`config.mk`:
```
export PLATFORM = sky130hd
export DESIGN_NAME = mem_stage
export DESIGN_NICKNAME = d
export VERILOG_FILES = /design/src/rtl/pipe_pkg.sv /design/src/rtl/mem_req_ctrl.sv /design/src/rtl/mem_stage.sv
export SDC_FILE = /design/constraint.sdc
export NUM_CORES = 1
export LEC_CHECK = 0
export BUFFER_PORTS_ARGS = -buffer_cell sky130_fd_sc_hd__buf_2
export CAP_MARGIN = 30
export CORE_MARGIN = 5
export CORE_UTILIZATION = 31
export DETAILED_ROUTE_END_ITERATION = 10
export PLACE_DENSITY = 0.65
export SYNTH_ARGS = -nofsm -noshare
export SYNTH_HDL_FRONTEND = slang
export SYNTH_SLANG_ARGS = --single-unit
```
`constraint.sdc`:
```
create_clock -name clk -period 1.9 [get_ports clk]
set_input_delay 0.475 -clock clk [delete_from_list [all_inputs] [get_ports clk]]
set_output_delay 0.475 -clock clk [all_outputs]
set_load 0.005 [all_outputs]
```
`src/rtl/pipe_pkg.sv`:
```
// Shared types and constants for the M/W pipeline stages.
// The memory-request FSM and the stage registers both import these.
package pipe_pkg;

    typedef enum logic {
        IDLE = 1'b0,
        WAIT = 1'b1
    } mem_state_t;

    typedef struct packed {
        logic reg_write;
        logic mem_to_reg;
        logic mem_write;
        logic pc_src;
    } ctrl_m_t;

    typedef struct packed {
        logic reg_write;
        logic mem_to_reg;
        logic pc_src;
    } ctrl_w_t;

    localparam ctrl_m_t    BUBBLE_CTRL     = '0;
    localparam ctrl_w_t    BUBBLE_W        = '0;
    localparam logic [1:0] WORD_ALIGN_MASK = 2'b11;

    function automatic logic is_misaligned(input logic [1:0] lsb);
        return (lsb & WORD_ALIGN_MASK) != 2'b00;
    endfunction

endpackage

```
`src/rtl/mem_req_ctrl.sv`:
```
// Data-memory handshake FSM: issues dmem_req, counts wait cycles, raises
// the M-stage stall and aborts with a bus error when the ack never comes.
module mem_req_ctrl
    import pipe_pkg::*;
#(
    parameter int MAX_WAIT = 15
) (
    input  logic clk,
    input  logic rst_n,
    input  logic memop,
    input  logic misalign,
    input  logic dmem_ack,
    output logic dmem_req,
    output logic stall,
    output logic abort,
    output logic bus_error
);

    localparam int CNT_W = $clog2(MAX_WAIT + 1);

    mem_state_t       state_q, state_d;
    logic [CNT_W-1:0] cnt_q, cnt_d;
    logic             access;

    assign access = memop & ~misalign;

    always_ff @(posedge clk or negedge rst_n) begin
        if (!rst_n) begin
            state_q <= IDLE;
            cnt_q   <= '0;
        end else begin
            state_q <= state_d;
            cnt_q   <= cnt_d;
        end
    end

    always_comb begin
        state_d  = state_q;
        cnt_d    = cnt_q;
        dmem_req = 1'b0;
        abort    = 1'b0;
        case (state_q)
            IDLE: begin
                if (access) begin
                    dmem_req = 1'b1;
                    // zero-wait completion never leaves IDLE
                    if (!dmem_ack) begin
                        state_d = WAIT;
                        cnt_d   = CNT_W'(1);
                    end
                end
            end
            WAIT: begin
                dmem_req = 1'b1;
                if (dmem_ack) begin
                    state_d = IDLE;
                    cnt_d   = '0;
                end else if (cnt_q == CNT_W'(MAX_WAIT)) begin
                    abort   = 1'b1;
                    state_d = IDLE;
                    cnt_d   = '0;
                end else begin
                    cnt_d = cnt_q + 1'b1;
                end
            end
            default: begin
                state_d = IDLE;
                cnt_d   = '0;
            end
        endcase
    end

    // The abort cycle releases the stall so the dead op drains into W.
    assign stall     = access & ~dmem_ack & ~abort;
    assign bus_error = abort | (memop & misalign);

endmodule

```
`src/rtl/mem_stage.sv`:
```
// Memory-access stage: E->M register, data-memory interface via mem_req_ctrl,
// and M->W register carrying load data and ALU results to write-back.
module mem_stage
    import pipe_pkg::*;
#(
    parameter int MAX_WAIT = 15,
    parameter int DATA_W   = 32
) (
    input  logic              clk,
    input  logic              reset,
    input  logic              flush,
    input  logic              RegWriteE,
    input  logic              MemtoRegE,
    input  logic              MemWriteE,
    input  logic              PCSrcE,
    input  logic [3:0]        RdE,
    input  logic [DATA_W-1:0] ALUResultE,
    input  logic [DATA_W-1:0] WriteDataE,
    output logic              dmem_req,
    output logic              dmem_we,
    output logic [DATA_W-1:0] dmem_addr,
    output logic [DATA_W-1:0] dmem_wdata,
    input  logic              dmem_ack,
    input  logic [DATA_W-1:0] dmem_rdata,
    output logic              stallM,
    output logic              RegWriteM,
    output logic [3:0]        RdM,
    output logic [DATA_W-1:0] ALUResultM,
    output logic              RegWriteW,
    output logic              MemtoRegW,
    output logic              PCSrcW,
    output logic [3:0]        RdW,
    output logic [DATA_W-1:0] ReadDataW,
    output logic [DATA_W-1:0] ALUOutW,
    output logic              bus_error
);

    ctrl_m_t           ctrl_m_q, ctrl_m_d;
    logic [3:0]        rd_m_q, rd_m_d;
    logic [DATA_W-1:0] alu_m_q, alu_m_d;
    logic [DATA_W-1:0] wdata_m_q, wdata_m_d;

    ctrl_w_t           ctrl_w_q, ctrl_w_d;
    logic [3:0]        rd_w_q, rd_w_d;
    logic [DATA_W-1:0] rdata_w_q, rdata_w_d;
    logic [DATA_W-1:0] alu_w_q, alu_w_d;

    logic memop_m;
    logic misalign;
    logic abort;
    logic load_done;

    assign memop_m   = ctrl_m_q.mem_to_reg | ctrl_m_q.mem_write;
    assign misalign  = memop_m & is_misaligned(alu_m_q[1:0]);
    assign load_done = dmem_req & dmem_ack & ctrl_m_q.mem_to_reg;

    mem_req_ctrl #(
        .MAX_WAIT (MAX_WAIT)
    ) u_req_ctrl (
        .clk       (clk),
        .rst_n     (reset),
        .memop     (memop_m),
        .misalign  (misalign),
        .dmem_ack  (dmem_ack),
        .dmem_req  (dmem_req),
        .stall     (stallM),
        .abort     (abort),
        .bus_error (bus_error)
    );

    // M register: a stalled M op is older than any branch, so flush waits.
    always_comb begin
        ctrl_m_d  = ctrl_m_q;
        rd_m_d    = rd_m_q;
        alu_m_d   = alu_m_q;
        wdata_m_d = wdata_m_q;
        if (!stallM) begin
            if (flush) begin
                ctrl_m_d  = BUBBLE_CTRL;
                rd_m_d    = '0;
                alu_m_d   = '0;
                wdata_m_d = '0;
            end else begin
                ctrl_m_d  = '{reg_write:  RegWriteE,
                              mem_to_reg: MemtoRegE,
                              mem_write:  MemWriteE,
                              pc_src:     PCSrcE};
                rd_m_d    = RdE;
                alu_m_d   = ALUResultE;
                wdata_m_d = WriteDataE;
            end
        end
    end

    // W register: bubbles during a stall keep the register file from a double write.
    always_comb begin
        ctrl_w_d  = BUBBLE_W;
        rd_w_d    = '0;
        rdata_w_d = '0;
        alu_w_d   = '0;
        if (!stallM) begin
            ctrl_w_d.reg_write  = ctrl_m_q.reg_write & ~misalign & ~abort;
            ctrl_w_d.mem_to_reg = ctrl_m_q.mem_to_reg & ~misalign;
            ctrl_w_d.pc_src     = ctrl_m_q.pc_src;
            rd_w_d              = rd_m_q;
            alu_w_d             = alu_m_q;
            rdata_w_d           = load_done ? dmem_rdata : '0;
        end
    end

    always_ff @(posedge clk or negedge reset) begin
        if (!reset) begin
            ctrl_m_q  <= BUBBLE_CTRL;
            rd_m_q    <= '0;
            alu_m_q   <= '0;
            wdata_m_q <= '0;
            ctrl_w_q  <= BUBBLE_W;
            rd_w_q    <= '0;
            rdata_w_q <= '0;
            alu_w_q   <= '0;
        end else begin
            ctrl_m_q  <= ctrl_m_d;
            rd_m_q    <= rd_m_d;
            alu_m_q   <= alu_m_d;
            wdata_m_q <= wdata_m_d;
            ctrl_w_q  <= ctrl_w_d;
            rd_w_q    <= rd_w_d;
            rdata_w_q <= rdata_w_d;
            alu_w_q   <= alu_w_d;
        end
    end

    assign dmem_we    = ctrl_m_q.mem_write;
    assign dmem_addr  = {alu_m_q[DATA_W-1:2], 2'b00};
    assign dmem_wdata = wdata_m_q;

    assign RegWriteM  = ctrl_m_q.reg_write;
    assign RdM        = rd_m_q;
    assign ALUResultM = alu_m_q;

    assign RegWriteW  = ctrl_w_q.reg_write;
    assign MemtoRegW  = ctrl_w_q.mem_to_reg;
    assign PCSrcW     = ctrl_w_q.pc_src;
    assign RdW        = rd_w_q;
    assign ReadDataW  = rdata_w_q;
    assign ALUOutW    = alu_w_q;

endmodule

```
==> summary.txt <==
Clock tree
  • CTS tree: yes
  • H-tree depth: 4
  • Clock slew at reported path FFs: approximately 0.070 ns
  • CTS Buf Count: 17
  • Clk_lat worst skew: just over 0.4 ns
  • Root Driver: clkbuf_16
  • Clock buffer depth: 2
  • Clock Sinks: 148

Floorplan
  • # rows: 50
  • Die area: around 22000 um^2
  • Core Area: 18890 um^2
  • I/O pin count: 284
  • Initial core utilization: 31.70%
  • Die W: roughly 150 um
  • Die height: between 100 and 150 um

Timing
  • Final clock skew: roughly 0.011 ns
  • Final setup viols: 2
  • Final Cycle Share: 103.3%
  • RSZ-0062 raised after global routing: yes
  • Final Slew Violations: 0
  • Min Clock Period, post-route: ~2.0 ns
  • Fin worst setup slack: -0.06238 ns
  • Final hold violations: 0
  • Maximum clock rate: ~500 MHz

Critical path
  • Critical path origin: u_req_ctrl.cnt_q[1]$_DFFE_PN0P_
  • CP Capture Type: output pin
  • Reg2Reg Launch Point: u_req_ctrl.cnt_q[1]$_DFFE_PN0P_
  • Startpoint Class: register
  • CP Class: register to output pin
  • Req. time, crit path: 1.42 ns
  • Crit path DAT: about 1.5 ns
  • CP max FO: 3
  • Setup slack, reg-to-reg: 0.13 ns

Placed design
  • Pre-CTS WS: 0.02725 ns
  • HPWL Detailed: approximately 11 mm
  • Post-Place Cells: ~940
  • RD Place Congestion: just over 0.7
  • IO Port Bufs: ~280

Logic synthesis
  • Post-synth EDFFs: 0
  • Synth Cell Area: 5989 um^2
  • Mean post-synth cell area: 13.34 um^2
  • Synth area leaders: dfrtp_1 62%, mux2_2 10%, and2_1 7.2%
  • Asr flop ratio synth: 100.0%
  • Post-Syn Instances: ~450
  • Yosys warns: 0
  • Post-synth top cells: 148 x dfrtp_1, 69 x and2_1, 68 x nor2b_1, 55 x mux2_2, 32 x buf_4
  • Cell taking the most area after synthesis: dfrtp_1
  • Top_reg_cell synth: dfrtp_1
  • Synth top area share: roughly 60%
  • FF+latch count, synth: around 150
  • Synth unique cells: 33
  • Cell with the most instances after synthesis: dfrtp_1
  • Sequential-to-total area share from yosys stat: around three fifths

Finish
  • Final Non-Filler Cells: between 900 and 1000
  • Filler cell count: ~1800
  • P&R area growth vs syn: 38.44%
  • Ant. Diodes: 0
  • Share of cells above drive strength 1: 56.06%
  • Final-stage net count: between 800 and 900

Drt
  • Via count: 4172
  • Detailed-route DRC error count: 0
  • Remaining antenna violation count: 0
  • Final WL: approximately 15 mm
  • Average via count per standard cell: about 4.2
  • Starting DRT DRC Count: 100
  • First drt pass iteration count: 4
  • Met2 wire len: 7.654 mm
  • Met1 Routed Length: 5.684 mm
  • DR WL met3: around 1.5 mm
  • WL/cell: roughly 15 um
  • Top Metal Used: met5

Min path
  • Tightest Hold Check Type: input pin to register
  • Min-delay src: dmem_rdata[6]

Power and ir drop
  • Lkg Pwr: between 4 and 5 nW
  • Worst IR drop on VDD: between 500 and 600 uV
  • Cell Pwr Density: approximately 1000 nW/um^2

GRT
  • Initial antenna violation count: 1
  • GRT Total Usage: around 14%
  • Vias in the first global route: ~4500
  • First-pass GRT wire length: 23.72 mm
  • Largest net degree at the start of global routing: 73
  • GRT overflow: 0

Run status
  • Status: finished with violations
  • Violated checks: negative setup slack

Run
  • Max_cap viols: 0
[flip-flops by register name (all words and copies together), names as in the netlist, 2 cells and up]
signal            flops
ALUOutW              32
ALUResultM           32
ReadDataW            32
dmem_wdata           32
RdM                   4
RdW                   4
u_req_ctrl.cnt_q      4
ctrl_m_q              2
[path summary, 6_finish.rpt]
kind | endpoint | depth (start not counted)
max in group asynchronous | ALUResultM[1]$_DFFE_PN0N_ | 3
hold reg to reg | PCSrcW$_DFF_PN0_ | 1
setup reg to reg | ALUResultM[20]$_DFFE_PN0N_ | 7
min in group asynchronous | ALUOutW[19]$_DFF_PN0_ | 2
setup / recovery | bus_error | 5
hold / removal | ReadDataW[6]$_DFF_PN0_ | 2
[worst max-delay path, cell delays in order (launching register included)]
cell,delay [ns]
dfrtp_1,0.40
ha_4,0.15
nand4_1,0.09
buf_6,0.16
o22ai_4,0.15
buf_2,0.14
[metrics by stage]
| step | area (um^2) | utilization (%) | TNS, ns | power [mW] | hold slack, ns |
|---|---|---|---|---|---|
| after detailed placement | 7525 | 39.83 | 0 | 4.726 | 0.4154 |
| final | 8292 | 43.89 | -0.06696 | 8.251 | 0.2619 |
| after global routing | 8292 | 43.89 | -0.2849 | 8.655 | 0.2493 |
| after CTS | 8269 | 43.77 | -0.1669 | 8.373 | 0.2385 |
| after floorplan | 5993 | - | 0 | 4.176 | 0.1794 |
| after global placement | 7525 | 39.83 | 0 | 4.704 | 0.4121 |
[per-layer routing]
layer / global-route usage [%] / vias to the layer above
met5: 0 / -
met4: 4.348 / 2
met3: 5.378 / 18
met2: 24.06 / 173
met1: 15.17 / 2033
li1: - / 1946
[power breakdown]
group	total, mW	switching [mW]	internal [mW]
Sequential	3.57	0.161	3.41
Clock	3.52	1.36	2.15
Combinational	1.16	0.515	0.644
[cell families (layout without fill, tap and decap cells)]
kind of cell,count (synthesis),after routing,synth area share (%)
buffers and inverters,63,339,6.455
other,1,2,0.06261
and+or+nand+nor,157,157,16.63
adders and majority gates,1,1,0.2089
muxes,68,68,13.41
xor gates and xnor gates,1,1,0.1463
DFF,148,148,61.83
AOI/OAI and AO/OA,10,10,1.254
[cells in the final DEF, fill, tap and decap left out, drive strengths merged, types with 3 or more instances in the layout]
cell type  Yosys  layout
nor2b         68      68
nand3          3       3
dfrtp        148     148
buf           41     300
and2          69      69
o32ai          3       3
clkinvlp       0       4
nand2b         5       5
clkbuf        16      19
inv            6      10
mux2          68      68
bufinv         0       3
nor3b          3       3
[timing repair]
action,in CTS,in global routing
cloned,0,0
hold buffers,1,0
pin swaps,5,1
endpoints found under the hold margin,33,0
setup buffers,8,1
resized for setup,12,4
setup endpoints to repair,3,3
[cell type report]
cell class	instances	area, um^2	area share, %
tap	260	325.3	3.923
clock inverter	13	168.9	2.037
clock buffer	19	452.9	5.462
timing repair buffer	301	1657	19.98
inverter	6	25.02	0.3018
multi-input combinational	239	1958	23.62
sequential	148	3705	44.68
(Power assumes the default switching activity.)
